File: config.mk
export PLATFORM = sky130hd
export DESIGN_NAME = rx_cmd_decoder
export DESIGN_NICKNAME = d
export VERILOG_FILES = /design/src/rtl/rx_cmd_decoder.sv
export SDC_FILE = /design/constraint.sdc
export NUM_CORES = 1
export LEC_CHECK = 0
export ABC_AREA = 1
export CORE_UTILIZATION = 44
export DETAILED_ROUTE_END_ITERATION = 7
export PLACE_DENSITY = 0.77
export SYNTH_ARGS = -nofsm -noshare
export SYNTH_HDL_FRONTEND = slang
export SYNTH_SLANG_ARGS = --single-unit
File: constraint.sdc
create_clock -name clk -period 1.7 [get_ports clk]
set_clock_uncertainty 0.15 [all_clocks]
set_input_delay 0.34 -clock clk [delete_from_list [all_inputs] [get_ports clk]]
set_output_delay 0.34 -clock clk [all_outputs]
set_load 0.005 [all_outputs]
File: src/rtl/rx_cmd_decoder.sv
// rx_cmd_decoder: decodes 0xAA addr data (write) and 0xBB addr (read) byte frames into register-file strobes.
// Define RX_CMD_TIMEOUT_EN to abort partial frames after TIMEOUT_CYCLES idle cycles.
module rx_cmd_decoder #(
  parameter int DATA_WIDTH     = 8,
  parameter int ADDR_WIDTH     = 4,
  parameter int TIMEOUT_CYCLES = 1024
) (
  input  logic                  clk,
  input  logic                  rst,
  input  logic [DATA_WIDTH-1:0] rx_data,
  input  logic                  rx_valid,
  output logic                  rf_wr_en,
  output logic                  rf_rd_en,
  output logic [ADDR_WIDTH-1:0] rf_addr,
  output logic [DATA_WIDTH-1:0] rf_wr_data,
  output logic                  cmd_error,
  output logic                  busy
);
  typedef enum logic [1:0] {IDLE, WR_ADDR, WR_DATA, RD_ADDR} state_t;
  state_t                state_q, state_d;
  logic [ADDR_WIDTH-1:0] addr_q, addr_d;
  logic [DATA_WIDTH-1:0] wdata_q, wdata_d;
  logic                  wr_q, wr_d, rd_q, rd_d, err_q, err_d, busy_q;
  logic                  to_expire;

  if (ADDR_WIDTH > DATA_WIDTH || TIMEOUT_CYCLES < 1) begin : g_bad_params
    $error("rx_cmd_decoder: invalid parameters");
  end

`ifdef RX_CMD_TIMEOUT_EN
  localparam int CW = $clog2(TIMEOUT_CYCLES + 1);
  localparam logic [CW-1:0] LAST = CW'(TIMEOUT_CYCLES - 1);
  logic [CW-1:0] cnt_q, cnt_d;
  // a byte arriving on the expiry cycle wins, so rx_valid masks the abort
  assign to_expire = state_q != IDLE && !rx_valid && cnt_q == LAST;
  assign cnt_d = (state_q == IDLE || rx_valid || to_expire) ? '0 :
                 (cnt_q == LAST) ? cnt_q : cnt_q + 1'b1;
  always_ff @(posedge clk) begin
    if (!rst) cnt_q <= '0;
    else cnt_q <= cnt_d;
  end
`else
  assign to_expire = 1'b0;
`endif

  always_comb begin
    state_d = state_q;
    addr_d  = addr_q;
    wdata_d = wdata_q;
    wr_d    = 1'b0;
    rd_d    = 1'b0;
    err_d   = to_expire;
    if (to_expire) state_d = IDLE;
    else if (rx_valid) begin
      case (state_q)
        IDLE: begin
          state_d = (rx_data == DATA_WIDTH'(8'hAA)) ? WR_ADDR :
                    (rx_data == DATA_WIDTH'(8'hBB)) ? RD_ADDR : IDLE;
          err_d   = rx_data != DATA_WIDTH'(8'hAA) && rx_data != DATA_WIDTH'(8'hBB);
        end
        WR_ADDR: begin
          addr_d  = rx_data[ADDR_WIDTH-1:0];
          state_d = WR_DATA;
        end
        WR_DATA: begin
          wdata_d = rx_data;
          wr_d    = 1'b1;
          state_d = IDLE;
        end
        default: begin
          addr_d  = rx_data[ADDR_WIDTH-1:0];
          rd_d    = 1'b1;
          state_d = IDLE;
        end
      endcase
    end
  end

  always_ff @(posedge clk) begin
    if (!rst) begin
      state_q <= IDLE;
      addr_q  <= '0;
      wdata_q <= '0;
      wr_q    <= 1'b0;
      rd_q    <= 1'b0;
      err_q   <= 1'b0;
      busy_q  <= 1'b0;
    end else begin
      state_q <= state_d;
      addr_q  <= addr_d;
      wdata_q <= wdata_d;
      wr_q    <= wr_d;
      rd_q    <= rd_d;
      err_q   <= err_d;
      busy_q  <= state_d != IDLE;
    end
  end

  assign rf_wr_en   = wr_q;
  assign rf_rd_en   = rd_q;
  assign rf_addr    = addr_q;
  assign rf_wr_data = wdata_q;
  assign cmd_error  = err_q;
  assign busy       = busy_q;
endmodule

==> results.py, run 1 <==
metrics = {
    "setup_path": {
        "path_cells": "clkdlybuf4s50_1",
        "cp_max_fo": 2,
        "critPathRequiredTime_ps": 1210,
        "rr_startpoint": "state_q[1]",
        "cp.arrival_ps": 1160,
        "startpoint": "rf_wr_data[2]",
        "worst-path-buf-inv": 1,
        "slowest_stage": "clkdlybuf4s50_1",
        "critical-path-max-stage-delay_ps": 500,
        "worstSetupPathType": "flip-flop to output pin",
        "end_kind": "output pin",
        "start_kind": "flip-flop",
        "cp_top_family": "buffers and inverters",
    },
    "floorplan": {
        "die_w_um": 42.0,
        "ios": 27,
        "die_area_um2": 1760,
        "row_count": 14,
        "start_util_pct": 46.8,
        "die_h_um": 42.0,
        "core-area_um2": 1510,
    },
    "logic_synthesis": {
        "syn-cell-area_um2": 704,
        "async_reset_ff_share_pct": 0,
        "syn_nets": 102,
        "synth-seq-cells": 18,
        "yosys_warnings": 0,
        "synth_common_cells": "18 x dfxtp_1, 18 x nor2_1, 15 x nand2_1",
        "synth_top_area_share_pct": 51.2,
        "yosysSeqAreaShare_pct": 51.2,
        "syn_avg_cell_area_um2": 7.74,
        "synth_cells": 91,
        "ys_types": 16,
        "synth_edf_count": 0,
        "synth_top_area_cell": "dfxtp_1",
        "synthFlopType": "dfxtp_1",
        "ys_top_cells_by_area": "dfxtp_1 51%, nor2_1 9.6%, nand2_1 8.0%",
    },
    "final_layout": {
        "nets": 133,
        "drive_gt1_share_pct": 14.0,
        "ff_latch_area_um2": 363,
        "diodes": 0,
        "n_fill_cell": 128,
        "synthToLayoutAreaGrowth_pct": 44.8,
        "multiInputGateArea_um2": 277,
    },
    "sta": {
        "setup_tns_ps": 0,
        "rsz0062_at_grt": "no",
        "finalMaxSlewViolations": 0,
        "tightestPinTransition_ps": 220,
        "fin_ws_ps": 53.3,
        "slew_headroom_pct": 85.2,
        "finalCritPeriodShare_pct": 96.9,
        "fmax_mhz": 607,
        "hold_viol": 0,
        "setup_viol": 0,
        "period_minus_slack_ps": 1650,
    },
    "routing": {
        "avgViaCountPerCell": 4.87,
        "ant_nets": 0,
        "drt_first_pass_iters": 4,
        "drt_wl_total_um": 1610,
        "drtIter0Drc": 12,
        "num_vias": 667,
        "wl_per_cell_um": 11.8,
        "drcViolationCount": 0,
    },
    "global_routing": {
        "antenna_found_initial": 0,
        "grt_util_all_layers_pct": 20.9,
        "grt_max_degree": 13,
        "overflow": 0,
        "grt_pass1_wl_um": 2790,
        "first_global_vias": 668,
    },
    "clock_network": {
        "cts.root.buffer_cell": "clkbuf_4",
        "cts_buffers": 3,
        "h-tree-depth": 1,
        "tritoncts": "done",
        "clock_sinks": 18,
        "worstSkewPairLatency_ps": 290,
        "hold_buffers": 0,
        "clockBufferDepth": 2,
        "clkTransAtPathRegs_ps": 100,
    },
    "run_status": {
        "status": "finished clean",
    },
    "hold_path": {
        "hp-start": "rf_addr[3]",
        "hp-class": "flip-flop to flip-flop",
    },
    "placement": {
        "pre_cts_slack_ps": 87.9,
        "io_buffers": 26,
        "dp_hpwl_um": 1180,
        "finalWeightedCongestion": 0.755,
    },
    "power": {
        "vdd_drop_max_mv": 0.591,
        "p_leak_nw": 0.449,
        "powerDensity_nw_per_um2": 736,
    },
    "job": {
        "maxCapViolations": 0,
    },
}
==> sequential cells by signal (all words and copies together) (netlist names) <==
name,flops
rf_addr,4
rf_rd_en,1
state_q,2
rf_wr_data,8
busy,1
rf_wr_en,1
cmd_error,1
==> layout make-up <==
cell class / count / share of cell area (%)
sequential: 18 / 35.6
tap: 16 / 1.96
multi-input combinational: 58 / 27.1
timing repair buffer: 28 / 27.0
clock buffer: 4 / 3.56
inverter: 13 / 4.79
==> through the flow <==
stage | util, % | hold slack, ps | area, um^2 | total power, mW | std cells
after floorplan | - | 328 | 704 | 0.459 | 91
after global placement | 65.1 | 318 | 981 | 0.496 | 133
after detailed placement | 65.1 | 325 | 981 | 0.498 | 133
after CTS | 67.5 | 344 | 1020 | 0.759 | 137
after global routing | 67.7 | 370 | 1020 | 0.787 | 137
final | 67.7 | 342 | 1020 | 0.750 | 137
==> layout by cell type, fill, tap and decap left out, drive strengths merged <==
master         netlist  routed
inv                 13      13
o21ai               12      12
clkdlybuf4s50        0      26
clkbuf               1       4
a31oi                1       1
a21oi                7       7
nor3                 3       3
nand3                1       1
nor2                18      18
nand4                1       1
nand2               15      15
dfxtp               18      18
buf                  1       2
==> timing repair <==
item | 4_1_cts | 5_1_grt
setup endpoints to repair | 0 | 2
buffers inserted | 0 | 0
gates resized for setup | 0 | 2
==> kinds of logic after synthesis <==
logic type / count (synthesis) / share of synthesized area, %
AND/OR/NAND/NOR: 38 / 22.7
flip-flops: 18 / 51.2
AO/OA/AOI/OAI: 20 / 16.5
buffers and inverters: 15 / 9.59
==> layer usage <==
layer	global-route usage (%)	wire length, um	up-vias	share of wire (%)
met1	26.7	759	293	47
li1	-	-	347	-
met2	33.1	743	23	46
met5	0	0	-	0
met4	11.3	32	0	2.0
met3	4.31	79	4	4.9
==> power by group <==
| part | total [mW] | switching [mW] | internal [mW] |
|---|---|---|---|
| logic | 0.0650 | 0.0315 | 0.0334 |
| registers | 0.424 | 0.000795 | 0.424 |
| clock network | 0.261 | 0.131 | 0.130 |
==> path summary, 6_finish.rpt <==
check | endpoint | slack [ps] | cells after the start
worst max-delay path | rf_wr_data[2] | 50 | 1
worst min-delay path | rf_addr[3] | 340 | 2
worst max register to register | rf_wr_data[6] | 560 | 4
worst min register to register | rf_addr[3] | 340 | 2
Note: power is estimated with default switching activity, not from simulation.
==> inputs of run 2 (changes only) <==
--- a/config.mk
+++ b/config.mk
@@ -6,8 +6,10 @@
 export NUM_CORES = 1
 export LEC_CHECK = 0
 export ABC_AREA = 1
+export ABC_CLOCK_PERIOD_IN_PS = 1700
 export CORE_UTILIZATION = 44
 export DETAILED_ROUTE_END_ITERATION = 7
+export MAX_ROUTING_LAYER = met4
 export PLACE_DENSITY = 0.77
 export SYNTH_ARGS = -nofsm -noshare
 export SYNTH_HDL_FRONTEND = slang
==> run 2 against run 1 <==
Critical path type unchanged. Final area did not move. Largest power group unchanged. Clock-buffer cell count did not move. Critical path depth did not move.
==> results.py, run 2 (synthesis results as in run 1) <==
metrics = {
    "final_layout": {
        "synthToLayoutAreaGrowth_pct": 44.8,
        "drive_gt1_share_pct": 14.0,
        "layout_common_cells": "26 x clkdlybuf4s50_1, 18 x nor2_1, 16 x dfxtp_1",
        "largest_reg_flops": 8,
        "diodes": 0,
        "layoutNonFillerInstCount": 137,
        "final_area_um2": 1020,
        "final_common_cell": "clkdlybuf4s50_1",
        "n_fill_cell": 128,
        "nets": 133,
    },
    "global_routing": {
        "first_global_vias": 670,
        "grt_use_met3_pct": 4.31,
        "antenna_found_initial": 0,
        "top_usage_layer": "met2",
        "overflow": 0,
        "grt_max_degree": 13,
        "use_met2_pct": 33.1,
        "grt_pass1_wl_um": 2800,
        "gr-usage-met1_pct": 26.7,
        "grt_util_all_layers_pct": 21.5,
    },
    "sta": {
        "hold_viol": 0,
        "finalCritPeriodShare_pct": 96.7,
        "finalMaxSlewViolations": 0,
        "fmax_mhz": 608,
        "rsz0062_at_grt": "no",
        "hold_slack_ps": 342,
        "period_minus_slack_ps": 1640,
        "slew_headroom_pct": 85.2,
        "tightestPinTransition_ps": 220,
        "setup_viol": 0,
        "setup_tns_ps": 0,
    },
    "floorplan": {
        "die_h_um": 42.0,
        "start_util_pct": 46.8,
        "row_count": 14,
        "die_area_um2": 1760,
        "core-area_um2": 1510,
        "die_w_um": 42.0,
        "ios": 27,
    },
    "placement": {
        "place_inst": 133,
        "dp_hpwl_um": 1180,
        "finalWeightedCongestion": 0.765,
        "io_buffers": 26,
        "dpl-instance-area_um2": 981,
    },
    "setup_path": {
        "startpoint": "rf_wr_data[2]",
        "cp.arrival_ps": 1150,
        "critPathRequiredTime_ps": 1210,
        "worst-path-buf-inv": 1,
        "ff2ff_path_depth": 4,
        "cp_top_family": "buffers and inverters",
        "rr_startpoint": "state_q[1]",
        "start_kind": "flip-flop",
        "r2r_slack_ps": 560,
        "slowest_stage": "clkdlybuf4s50_1",
        "cp_max_fo": 2,
        "r2r_end": "rf_wr_data[6]",
        "path_cells": "clkdlybuf4s50_1",
        "worstSetupPathType": "flip-flop to output pin",
        "critical-path-max-stage-delay_ps": 500,
        "end_kind": "output pin",
    },
    "power": {
        "report.power.total_mw": 0.749,
        "powerDensity_nw_per_um2": 735,
        "vdd_drop_max_mv": 0.591,
        "p_leak_nw": 0.449,
    },
    "clock_network": {
        "h-tree-depth": 1,
        "tritoncts": "done",
        "clkTransAtPathRegs_ps": 100,
        "cts.root.buffer_cell": "clkbuf_4",
        "cts_setup_buffers": 0,
        "hold_buffers": 0,
        "clockBufferDepth": 2,
        "clock_sinks": 18,
        "worstSkewPairLatency_ps": 290,
        "cts_buffers": 3,
    },
    "routing": {
        "drt_wl_total_um": 1620,
        "drtIter0Drc": 18,
        "wl_per_cell_um": 11.8,
        "ant_nets": 0,
        "drt_first_pass_iters": 4,
        "avgViaCountPerCell": 4.90,
        "drcViolationCount": 0,
        "num_vias": 671,
    },
    "hold_path": {
        "hp-class": "flip-flop to flip-flop",
        "hp-start": "rf_addr[3]",
        "hold_end": "rf_addr[3]",
        "hold_depth": 2,
    },
    "job": {
        "maxCapViolations": 0,
    },
    "run_status": {
        "status": "finished clean",
    },
}
[run 2: cell counts in the layout (fill, tap and decap cells not counted)]
Identical to the previous run, type by type.
[run 2: cell type report]
cell class              count  area (um^2)  area share (%)
clock buffers               4         36.3            3.56
inverters                  13         48.8            4.79
multi-input cells          58          277            27.1
flip-flops and latches     18          363            35.6
well taps                  16         20.0            1.96
repair buffers             28          275            27.0
[run 2: tightest hold or removal path: stages (launching register included)]
cell     delay, ps
dfxtp_1        340
nor2_1          50
nor2_1          80
[run 2: routing by layer]
metal	wire [um]	part of all wire [%]	up-vias
li1	-	-	347
met1	750	46	295
met2	750	46	25
met3	83	5.1	4
met4	34	2.1	0
met5	0	0	-
[run 2: power breakdown]
part | total (mW) | switching, mW | internal [mW]
Combinational | 0.0649 | 0.0315 | 0.0334
Clock | 0.260 | 0.129 | 0.130
Sequential | 0.424 | 0.000793 | 0.424
Total | 0.749 | 0.162 | 0.588
[run 2: repair_timing]
action / CTS / global route
endpoints found under the setup margin: 0 / 2
gates resized for setup: 0 / 2
hold endpoints to repair: 0 / 0
[run 2: worst max-delay path by stage]
| stage | endpoint | slack [ps] | depth (start not counted) |
|---|---|---|---|
| 2_1_floorplan | rf_wr_data[0] | 650 | 5 |
| 3_3_place_gp | cmd_error | 100 | 5 |
| 3_5_place_dp | rf_wr_data[5] | 90 | 5 |
| 4_1_cts | rf_wr_data[0] | 40 | 1 |
| 5_1_grt | rf_wr_data[2] | 0.02 | 1 |
| 6_report | rf_wr_data[2] | 60 | 1 |
[run 2: through the flow]
stage / setup slack [ps] / util [%]
after floorplan: 655 / -
after global placement: 104 / 65.1
after detailed placement: 87.9 / 65.1
after CTS: 38.7 / 67.5
after global routing: 0.0211 / 67.7
final: 55.4 / 67.7
